### src/rtl/alu_seq_responder_pkg.sv
// Shared constants, opcodes and FSM state encoding for the sequential ALU responder.
// Optional overflow output is enabled by defining ALU_SEQ_OVF_EN.
package alu_seq_responder_pkg;

   localparam int DATA_INDEX_LIMIT     = 31;
   localparam int DATA_WIDTH           = DATA_INDEX_LIMIT + 1;
   localparam int ALU_OPRN_INDEX_LIMIT = 5;
   localparam int ALU_OPRN_WIDTH       = ALU_OPRN_INDEX_LIMIT + 1;
   localparam int MUL_CYCLES           = DATA_WIDTH;

   localparam logic [ALU_OPRN_INDEX_LIMIT:0] ALU_OP_ADD = 6'h01;
   localparam logic [ALU_OPRN_INDEX_LIMIT:0] ALU_OP_SUB = 6'h02;
   localparam logic [ALU_OPRN_INDEX_LIMIT:0] ALU_OP_MUL = 6'h03;
   localparam logic [ALU_OPRN_INDEX_LIMIT:0] ALU_OP_SHR = 6'h04;
   localparam logic [ALU_OPRN_INDEX_LIMIT:0] ALU_OP_SHL = 6'h05;
   localparam logic [ALU_OPRN_INDEX_LIMIT:0] ALU_OP_AND = 6'h06;
   localparam logic [ALU_OPRN_INDEX_LIMIT:0] ALU_OP_OR  = 6'h07;
   localparam logic [ALU_OPRN_INDEX_LIMIT:0] ALU_OP_NOR = 6'h08;
   localparam logic [ALU_OPRN_INDEX_LIMIT:0] ALU_OP_SLT = 6'h09;

   typedef enum logic [1:0] {
      ST_IDLE = 2'd0,
      ST_EXEC = 2'd1,
      ST_DONE = 2'd2
   } alu_state_t;

   function automatic logic is_shift_op(input logic [ALU_OPRN_INDEX_LIMIT:0] op);
      return (op == ALU_OP_SHR) || (op == ALU_OP_SHL);
   endfunction

endpackage

### src/rtl/alu_seq_responder_if.sv
// Request/response handshake bundle between control unit (master) and ALU responder (slave).
// The ovf signal exists only when ALU_SEQ_OVF_EN is defined.
interface alu_seq_responder_if
   import alu_seq_responder_pkg::*;
#(
   parameter int DW = DATA_WIDTH,
   parameter int OW = ALU_OPRN_WIDTH
) ();

   logic          req_valid;
   logic          req_ready;
   logic [DW-1:0] op1;
   logic [DW-1:0] op2;
   logic [OW-1:0] oprn;
   logic          rsp_valid;
   logic          rsp_ready;
   logic [DW-1:0] out;
   logic          zero;
`ifdef ALU_SEQ_OVF_EN
   logic          ovf;
`endif

   modport master (
      output req_valid, op1, op2, oprn, rsp_ready,
`ifdef ALU_SEQ_OVF_EN
      input  ovf,
`endif
      input  req_ready, rsp_valid, out, zero
   );

   modport slave (
      input  req_valid, op1, op2, oprn, rsp_ready,
`ifdef ALU_SEQ_OVF_EN
      output ovf,
`endif
      output req_ready, rsp_valid, out, zero
   );

endinterface

### src/rtl/alu_seq_responder_mult.sv
// Iterative shift-add multiplier (module alu_seq_mult): one partial product per cycle after start.
// done marks the final iteration; product then carries the completed low DW bits.
module alu_seq_mult #(
   parameter int DW      = 32,
   parameter int MUL_CYC = DW
) (
   input  logic          clk,
   input  logic          rst,
   input  logic          start,
   input  logic [DW-1:0] a,
   input  logic [DW-1:0] b,
   output logic          done,
   output logic [DW-1:0] product
);

   localparam int CW = $clog2(MUL_CYC + 1);

   logic          busy;
   logic [CW-1:0] cnt;
   logic [DW-1:0] acc;
   logic [DW-1:0] mcand;
   logic [DW-1:0] mplier;

   // product is the accumulator including this cycle's partial product
   assign product = acc + (mplier[0] ? mcand : '0);
   assign done    = busy && (cnt == CW'(1));

   always_ff @(posedge clk or posedge rst) begin
      if (rst) begin
         busy   <= 1'b0;
         cnt    <= '0;
         acc    <= '0;
         mcand  <= '0;
         mplier <= '0;
      end else if (start) begin
         busy   <= 1'b1;
         cnt    <= CW'(MUL_CYC);
         acc    <= '0;
         mcand  <= a;
         mplier <= b;
      end else if (busy) begin
         acc    <= product;
         mcand  <= mcand << 1;
         mplier <= mplier >> 1;
         cnt    <= cnt - CW'(1);
         if (cnt == CW'(1)) begin
            busy <= 1'b0;
         end
      end
   end

endmodule

### src/rtl/alu_seq_responder.sv
// Sequential handshaked ALU: single-cycle logic/arith ops, iterative mul and bit-serial shifts.
// Define ALU_SEQ_OVF_EN to add the signed add/sub overflow output.
//
// state | meaning
// IDLE  | ready for a request; operands latched on handshake
// EXEC  | iterating mul or shift, counter counting down to terminal count
// DONE  | response held on out/zero until rsp_ready
module alu_seq_responder
   import alu_seq_responder_pkg::*;
#(
   parameter int DW      = DATA_WIDTH,
   parameter int OW      = ALU_OPRN_WIDTH,
   parameter int MUL_CYC = MUL_CYCLES
) (
   input logic                clk,
   input logic                rst,
   alu_seq_responder_if.slave bus
);

   localparam int CW = $clog2(((DW > MUL_CYC) ? DW : MUL_CYC) + 1);

   alu_state_t    state;
   logic          req_ready_q;
   logic          rsp_valid_q;
   logic [DW-1:0] out_q;
   logic          zero_q;
   logic [CW-1:0] cnt;
   logic [OW-1:0] op_q;
   logic [DW-1:0] work;

   logic          accept;
   logic          is_mul;
   logic          needs_exec;
   logic [CW-1:0] shamt_c;
   logic [DW-1:0] sum_c;
   logic [DW-1:0] dif_c;
   logic [DW-1:0] res_c;
   logic [DW-1:0] work_shift;
   logic [DW-1:0] exec_res;
   logic          exec_last;
   logic          mult_start;
   logic          mult_done;
   logic [DW-1:0] mult_product;

   assign accept     = req_ready_q && bus.req_valid;
   assign is_mul     = (bus.oprn == ALU_OP_MUL);
   assign mult_start = accept && is_mul;

   // shift amounts of DW or more saturate to DW, which clears the word
   assign shamt_c    = (bus.op2 >= DW'(DW)) ? CW'(DW) : bus.op2[CW-1:0];
   assign needs_exec = is_mul || (is_shift_op(bus.oprn) && (shamt_c != '0));

   assign sum_c = bus.op1 + bus.op2;
   assign dif_c = bus.op1 - bus.op2;

   always_comb begin
      res_c = '0;
      case (bus.oprn)
         ALU_OP_ADD: res_c = sum_c;
         ALU_OP_SUB: res_c = dif_c;
         ALU_OP_SHR: res_c = bus.op1;
         ALU_OP_SHL: res_c = bus.op1;
         ALU_OP_AND: res_c = bus.op1 & bus.op2;
         ALU_OP_OR:  res_c = bus.op1 | bus.op2;
         ALU_OP_NOR: res_c = ~(bus.op1 | bus.op2);
         ALU_OP_SLT: res_c = {{(DW-1){1'b0}}, (bus.op1 < bus.op2)};
         default:    res_c = '0;
      endcase
   end

   assign work_shift = (op_q == ALU_OP_SHR) ? (work >> 1) : (work << 1);
   assign exec_res   = (op_q == ALU_OP_MUL) ? mult_product : work_shift;
   assign exec_last  = (op_q == ALU_OP_MUL) ? mult_done : (cnt == CW'(1));

   alu_seq_mult #(
      .DW      (DW),
      .MUL_CYC (MUL_CYC)
   ) u_mult (
      .clk     (clk),
      .rst     (rst),
      .start   (mult_start),
      .a       (bus.op1),
      .b       (bus.op2),
      .done    (mult_done),
      .product (mult_product)
   );

   always_ff @(posedge clk or posedge rst) begin
      if (rst) begin
         state       <= ST_IDLE;
         req_ready_q <= 1'b1;
         rsp_valid_q <= 1'b0;
         out_q       <= '0;
         zero_q      <= 1'b1;
         cnt         <= '0;
         op_q        <= '0;
         work        <= '0;
      end else begin
         case (state)
            ST_IDLE: begin
               if (bus.req_valid) begin
                  op_q        <= bus.oprn;
                  work        <= bus.op1;
                  req_ready_q <= 1'b0;
                  if (needs_exec) begin
                     cnt   <= is_mul ? CW'(MUL_CYC) : shamt_c;
                     state <= ST_EXEC;
                  end else begin
                     out_q       <= res_c;
                     zero_q      <= (res_c == '0);
                     rsp_valid_q <= 1'b1;
                     state       <= ST_DONE;
                  end
               end
            end
            ST_EXEC: begin
               cnt  <= cnt - CW'(1);
               work <= work_shift;
               if (exec_last) begin
                  out_q       <= exec_res;
                  zero_q      <= (exec_res == '0);
                  rsp_valid_q <= 1'b1;
                  state       <= ST_DONE;
               end
            end
            ST_DONE: begin
               if (bus.rsp_ready) begin
                  rsp_valid_q <= 1'b0;
                  req_ready_q <= 1'b1;
                  state       <= ST_IDLE;
               end
            end
            default: begin
               rsp_valid_q <= 1'b0;
               req_ready_q <= 1'b1;
               state       <= ST_IDLE;
            end
         endcase
      end
   end

   assign bus.req_ready = req_ready_q;
   assign bus.rsp_valid = rsp_valid_q;
   assign bus.out       = out_q;
   assign bus.zero      = zero_q;

`ifdef ALU_SEQ_OVF_EN
   logic ovf_c;
   logic ovf_q;

   // operands agree in sign (op2 negated for sub) but the result sign flips
   always_comb begin
      ovf_c = 1'b0;
      if (bus.oprn == ALU_OP_ADD) begin
         ovf_c = (bus.op1[DW-1] == bus.op2[DW-1]) && (sum_c[DW-1] != bus.op1[DW-1]);
      end else if (bus.oprn == ALU_OP_SUB) begin
         ovf_c = (bus.op1[DW-1] != bus.op2[DW-1]) && (dif_c[DW-1] != bus.op1[DW-1]);
      end
   end

   always_ff @(posedge clk or posedge rst) begin
      if (rst) begin
         ovf_q <= 1'b0;
      end else if (accept) begin
         ovf_q <= ovf_c;
      end
   end

   assign bus.ovf = ovf_q;
`endif

endmodule

### src/flat_wrapper.sv
// flat-port wrapper written by rule: the top's interface ports become plain ports
module alu_seq_responder_flat import alu_seq_responder_pkg::*;
#(
   parameter int DW      = DATA_WIDTH,
   parameter int OW      = ALU_OPRN_WIDTH,
   parameter int MUL_CYC = MUL_CYCLES
)
  (clk, rst, bus_req_valid, bus_op1, bus_op2, bus_oprn, bus_rsp_ready, bus_req_ready, bus_rsp_valid, bus_out, bus_zero);
  alu_seq_responder_if #(.DW(DW), .OW(OW)) bus_i ();
  input logic clk;
  input logic rst;
  input wire logic [$bits(bus_i.req_valid)-1:0] bus_req_valid;
  input wire logic [$bits(bus_i.op1)-1:0] bus_op1;
  input wire logic [$bits(bus_i.op2)-1:0] bus_op2;
  input wire logic [$bits(bus_i.oprn)-1:0] bus_oprn;
  input wire logic [$bits(bus_i.rsp_ready)-1:0] bus_rsp_ready;
  output wire logic [$bits(bus_i.req_ready)-1:0] bus_req_ready;
  output wire logic [$bits(bus_i.rsp_valid)-1:0] bus_rsp_valid;
  output wire logic [$bits(bus_i.out)-1:0] bus_out;
  output wire logic [$bits(bus_i.zero)-1:0] bus_zero;
  assign bus_i.req_valid = bus_req_valid;
  assign bus_i.op1 = bus_op1;
  assign bus_i.op2 = bus_op2;
  assign bus_i.oprn = bus_oprn;
  assign bus_i.rsp_ready = bus_rsp_ready;
  assign bus_req_ready = bus_i.req_ready;
  assign bus_rsp_valid = bus_i.rsp_valid;
  assign bus_out = bus_i.out;
  assign bus_zero = bus_i.zero;
  alu_seq_responder #(.DW(DW), .OW(OW), .MUL_CYC(MUL_CYC)) u_core (.clk(clk), .rst(rst), .bus(bus_i));
endmodule
### config.mk
export PLATFORM = sky130hd
export DESIGN_NAME = alu_seq_responder_flat
export DESIGN_NICKNAME = d
export VERILOG_FILES = /design/src/rtl/alu_seq_responder_pkg.sv /design/src/rtl/alu_seq_responder_if.sv /design/src/rtl/alu_seq_responder_mult.sv /design/src/rtl/alu_seq_responder.sv /design/src/flat_wrapper.sv
export SDC_FILE = /design/constraint.sdc
export NUM_CORES = 1
export LEC_CHECK = 0
export CAP_MARGIN = 5
export CORE_MARGIN = 2
export CORE_UTILIZATION = 40
export CTS_BUF_LIST = sky130_fd_sc_hd__clkbuf_8 sky130_fd_sc_hd__clkbuf_16
export CTS_CLUSTER_DIAMETER = 120
export DETAILED_ROUTE_END_ITERATION = 16
export SYNTH_ARGS = -nofsm -noshare
export SYNTH_HDL_FRONTEND = slang
export SYNTH_SLANG_ARGS = --single-unit
### constraint.sdc
create_clock -name clk -period 8.95 [get_ports clk]
set_input_delay 1.79 -clock clk [delete_from_list [all_inputs] [get_ports clk]]
set_output_delay 1.79 -clock clk [all_outputs]
set_load 0.02 [all_outputs]
Word-level counts from Yosys, hierarchy flattened
Index checks and enable logic that the tools add are counted.
{"block": "word_totals", "word_cells": 108, "out_inout_bits": 35, "register_bits": 184, "in_bits": 74}
{"block": "op_classes", "n_eq_ne": 20, "add_sub_neg": 5, "mux": 44, "bitwise_logic": 4, "n_lt_le_gt_ge": 2, "reduce_logical": 20}
{"cell": "32-bit 2-to-1 mux", "n": 13}
{"cell": "32-bit one-hot mux with 7 select lines", "n": 1}
{"cell": "32-bit one-hot mux with 2 select lines", "n": 2}
{"cell": "32-bit adder", "n": 2}
{"cell": "32-bit zero test", "n": 2}
{"cell": "6-bit 2-to-1 mux", "n": 6}
{"cell": "32-bit bitwise AND", "n": 1}
{"cell": "32-bit by 6-bit >= comparator with 1-bit output, second input constant", "n": 1}
{"cell": "32-bit less-than comparator", "n": 1}
{"cell": "32-bit inverter", "n": 1}
{"cell": "32-bit OR", "n": 1}
{"cell": "32-bit subtractor", "n": 1}
{"cell": "6-bit by 3-bit equality test with 1-bit output, second input constant", "n": 5}
{"cell": "6-bit by 1-bit equality test with 1-bit output, second input constant", "n": 3}
{"cell": "6-bit by 2-bit equality test with 1-bit output, second input constant", "n": 3}
{"cell": "1-bit 2-to-1 mux", "n": 13}
{"cell": "6-bit by 4-bit equality test with 1-bit output, second input constant", "n": 2}
{"cell": "6-bit one-hot mux with 2 select lines", "n": 1}
{"cell": "6-bit by 1-bit subtractor with 6-bit output, second input constant", "n": 2}
{"cell": "3-bit AND reduction", "n": 3}
{"cell": "2-bit 2-to-1 mux", "n": 4}
{"cell": "4-bit AND reduction", "n": 2}
{"cell": "2-bit != test, second input constant", "n": 3}
{"cell": "1-bit one-hot mux with 3 select lines", "n": 2}
{"cell": "other kinds (13)", "n": 20}

Longest topological paths before layout
{"block": "depth", "ltp_word": 8, "ltp_mapped": 16, "ltp_nobuf": 14}

Hierarchy
Synthesis repeated with hierarchy kept, for this count alone.
{"block": "unflattened", "cells_unflattened": 2161, "area_unflattened_um2": 17048.9}
{"mod": "alu_seq_responder", "instances": 1, "area_each_um2": 10558.9, "cells_per_inst": 1450, "seq_area_each_um2": 2029.4}
{"mod": "alu_seq_mult", "instances": 1, "area_each_um2": 6490.0, "cells_per_inst": 711, "seq_area_each_um2": 2577.5}

Worst setup path before layout
OpenSTA, ideal clock, no wires.
{"block": "synth_path", "path_kind": "input -> register", "startpoint": "in bus_op2[4]", "endpoint": "reg u_core.zero_q (netlist: u_core.bus.zero)", "n_path_buf": 1, "setup_slack_ps": 4198, "setup_ps": 91, "arrival_ps": 4661, "required_time_ps": 8859, "cell_stages": 14, "path_cell_list": "inv_1 > ha_1 > clkbuf_1 > inv_1 > a2111oi_0 > a211oi_1 > o31ai_1 > a21oi_1 > a311oi_1 > xor2_1 > a211oi_1 > nand3_1 > or3_1 > o31ai_1"}
{"block": "synth_between", "elab_chain_len": 7, "word_cells_on_any_way": 18, "classes_between": "add/sub (2); order compare (2); eq/ne (1); mux (5); bitwise (3); reduce/logical (5)"}
{"element": "start, declared", "line": "flat_wrapper.sv:14", "source": "input wire logic [$bits(bus_i.op2)-1:0] bus_op2;"}
{"element": "parallel branches: the longest is 7 deep, another holds 32-bit subtractor"}
{"element": "end signal, assigned", "line": "alu_seq_responder.sv:110", "source": "zero_q <= (res_c == '0);"}
{"element": "end signal, assigned", "line": "alu_seq_responder.sv:121", "source": "zero_q <= (exec_res == '0);"}
{"element": "end, declared", "line": "alu_seq_responder.sv:26", "source": "logic zero_q;"}
Several ways; the timed one is not identified. The select of a mux whose other input is x is not followed.
A chain may end at the register's enable or synchronous reset.

Final worst setup path
{"block": "layout_path", "startpoint": "in bus_op2[8]", "endpoint": "reg u_core.zero_q (netlist: u_core.bus.zero)"}
Same word-level chain as after synthesis.

==> flow_metrics.tcl <==
set metrics [dict create \
    synthMuxAreaShare 0.08082 \
    min-delay-start "u_core.bus.out[8]" \
    crit_type "input pin to flip-flop" \
    track_usage 0.2861 \
    grt_overflow 0 \
    synth_top_family_by_area "compound AO/OA/AOI/OAI gates" \
    numCtsBuffers 17 \
    r2r_setup_slack_ns 4.21 \
    synth_fa_ha_area_frac 0.1078 \
    post_cts_buffers 0 \
    ys_seq_area_frac 0.2723 \
    numPortBuffers 108 \
    rr_startpoint "u_core.u_mult.mplier[0]" \
    die_y_um 209.7 \
    hold_path_class "flip-flop to flip-flop" \
    cts_max_level 4 \
    setup_ws_ns 2.974 \
    power.total_mw 4.098 \
    setup_violations 0 \
    fin_crit_sh 0.6677 \
    cts-root-buf "clkbuf_16" \
    dp_cells 2678 \
    cp_max_fo 11 \
    peakVddDrop_mv 0.1458 \
    wl_per_cell_um 23.21 \
    vias_per_cell 6.159 \
    synth_edf_count 0 \
    core_mm2 0.04185 \
    reg2regPathDepth 14 \
    slew_violations 0 \
    dp_hpwl_mm 47.90 \
    synth.avg_cell_area_um2 7.889 \
    synth-xor-area-share 0.02070 \
    die_area_mm2 0.04396 \
    critPathLaunchType "input pin" \
    gp_congestion 0.9669 \
    final_nets 2376 \
    drcViolationCount 0 \
    drt-total-wl_mm 62.94 \
    async_reset_ff_frac 1.000 \
    arrival_ns 6.37 \
    finalCriticalPeriod_ns 5.976 \
    syn-cell-area_mm2 0.01692 \
    ctsResizeCount 0 \
    clock-sinks 184 \
    vias 16700 \
    synthesis.nets 2363 \
    synth-seq-cells 184 \
    postPlaceCellArea_mm2 0.01839 \
    dr.pass1.iters 7 \
    final_util 0.4532 \
    grt_start_max_net_pins 124 \
    synthSimpleGateAreaFrac 0.1954 \
    holdPathStages 2 \
    crit_path_start "bus_op2[8]" \
    hold_viol 0 \
    cts_hold_buf 0 \
    p_per_area_mw_per_mm2 216.1 \
    synth_ff_type "dfrtp_1" \
    outcome "finished, final reports clean" \
    rsz0062_at_grt "no" \
    instances_no_fill 2712 \
    initial_core_util 0.4043 \
    worst_slew_pin_slew_ns 1.086 \
    cp.required_ns 9.35 \
    fin_skew_ns 0.01965 \
    worstReg2RegEnd "u_core.bus.zero" \
    ys_warn_count 0 \
    synth.distinct_cells 83 \
    final.setup.tns_ns 0 \
    io_pins 109 \
    p_leak_nw 8.526 \
    stdcell_area_mm2 0.01897 \
    clk_pin_slew_ns 0.08 \
    grt_first_pass_wirelength_mm 96.53 \
    min_to "u_core.bus.out[8]" \
    ctsLongestPathBuffers 2 \
    fp-row-count 75 \
    syn_to_final_growth_pct 12.08 \
    die_w_um 209.7 \
    drive_gt1_frac 0.04698 \
    syn_inst 2145 \
    relSlewSlack 0.2655 \
    synth_compound_area_frac 0.2673 \
    nFillCells 4182 \
    ff_latch_area_mm2 0.004611 \
    max_freq_mhz 167.3 \
    multi_input_area_mm2 0.01143 \
    pre_cts_slack_ns 2.579 \
    clkLatencyLatePin_ns 0.50 \
    tritoncts "done" \
    drtAntennaViolNets 0 \
    grt_pass1_vias 16170 \
    drtIter0Drc 1402 \
    end_kind "flip-flop" \
    hold_slack_ns 0.4905 \
    antenna_found_initial 3 \
    drv_cap 0 \
]
[final cells by class]
class / instances / share of cell area
Tap cell: 539 / 0.03556
Clock buffer: 18 / 0.02316
Clock inverter: 14 / 0.006861
Sequential cell: 184 / 0.2431
Inverter: 112 / 0.02256
Multi-Input combinational cell: 1713 / 0.6028
Antenna cell: 2 / 0.0002639
Timing Repair Buffer: 130 / 0.06571
[worst max-delay path by stage]
stage                   endpoint  slack (ns)  cells past startpoint
6_report         u_core.bus.zero        2.97                     14
5_1_grt          u_core.bus.zero        2.80                     14
4_1_cts          u_core.bus.zero        3.11                     14
3_5_place_dp     u_core.bus.zero        2.58                     14
3_3_place_gp     u_core.bus.zero        2.65                     14
2_1_floorplan  u_core.bus.out[0]        2.16                      1
[per-layer routing]
| layer | wire length [um] | share of wire | GRT usage | vias up |
|---|---|---|---|---|
| met5 | 15 | 0.00024 | 0 | - |
| met4 | 2539 | 0.040 | 0.1233 | 2 |
| met3 | 3833 | 0.061 | 0.04280 | 91 |
| met2 | 28570 | 0.45 | 0.4510 | 605 |
| met1 | 27980 | 0.44 | 0.3908 | 8158 |
| li1 | - | - | - | 7848 |
[where the power goes]
part           internal, mW  switching [mW]
registers              1.14           0.295
clock network         0.375           0.396
logic                 0.772            1.12
total                  2.29            1.81
[kinds of logic (layout without fill, tap and decap cells)]
group                      after synthesis  after routing
DFF                                    184            184
AOI/OAI and AO/OA                      708            708
adders and majority gates              144            144
buffers and inverters                  248            274
muxes                                  135            135
other                                    0              2
and+or+nand+nor                        686            686
xor gates and xnor gates                40             40
[worst max-delay path: stages]
cell             delay, ns
clkdlybuf4s50_1       0.69
inv_1                 0.12
ha_1                  0.52
inv_1                 0.17
o31ai_1               0.61
a21boi_1              0.18
a21oi_1               0.47
o211ai_1              0.22
and2_1                0.19
a221o_1               0.34
a21oi_1               0.31
nand4bb_1             0.13
or3_1                 0.38
o31ai_1               0.25
[layout by cell type, fill, tap and decap left out, types with 8 or more instances in the layout]
cell type and count:
a211oi_1 37, a21o_1 31, a21oi_1 174, a221o_1 20, a221oi_1 19, a22oi_1 36
a31oi_1 29, and2_1 49, and3_1 14, buf_4 22, clkbuf_16 17, clkdlybuf4s50_1 108
dfrtp_1 181, ha_1 141, inv_1 109, mux2_2 13, mux2i_1 122, nand2_1 235
nand2b_1 20, nand3_1 43, nand4_1 25, nor2_1 147, nor2b_1 23, nor3_1 34
nor4_1 19, o2111ai_1 10, o211ai_1 28, o21a_1 11, o21ai_0 194, o21ai_1 15
o21bai_1 8, o221ai_1 12, o31ai_1 18, or3_1 18, or4_1 8, xnor2_1 27
xor2_1 13
[flip-flops by register name, summed over array words and instances (netlist names)]
name	flops
u_core.bus.rsp_valid	1
u_core.u_mult.cnt	6
u_core.u_mult.busy	1
u_core.bus.req_ready	1
u_core.u_mult.acc	32
u_core.bus.out	32
u_core.work	32
u_core.cnt	6
u_core.op_q	6
u_core.bus.zero	1
u_core.u_mult.mplier	32
u_core.state	2
u_core.u_mult.mcand	32
[Yosys cell counts, types with 11 or more instances]
cell / n / area share
a211oi_1: 37 / 0.016
a21o_1: 31 / 0.014
a21oi_1: 174 / 0.051
a221o_1: 20 / 0.012
a221oi_1: 19 / 0.0098
a22oi_1: 36 / 0.016
a31oi_1: 29 / 0.011
and2_1: 49 / 0.018
and3_1: 15 / 0.0055
buf_1: 18 / 0.0040
clkbuf_1: 113 / 0.025
dfrtp_1: 182 / 0.27
ha_1: 141 / 0.10
inv_1: 110 / 0.024
mux2_2: 13 / 0.0087
mux2i_1: 122 / 0.072
nand2_1: 235 / 0.052
nand2b_1: 21 / 0.0078
nand3_1: 45 / 0.013
nand4_1: 25 / 0.0092
nor2_1: 153 / 0.034
nor2b_1: 24 / 0.0089
nor3_1: 35 / 0.010
nor4_1: 19 / 0.0070
o211ai_1: 28 / 0.012
o21a_1: 11 / 0.0049
o21ai_0: 194 / 0.057
o21ai_1: 15 / 0.0044
o221ai_1: 12 / 0.0062
o31ai_1: 18 / 0.0080
or3_1: 19 / 0.0070
xnor2_1: 27 / 0.014
xor2_1: 13 / 0.0067
Power figures use the tool's default switching activity.
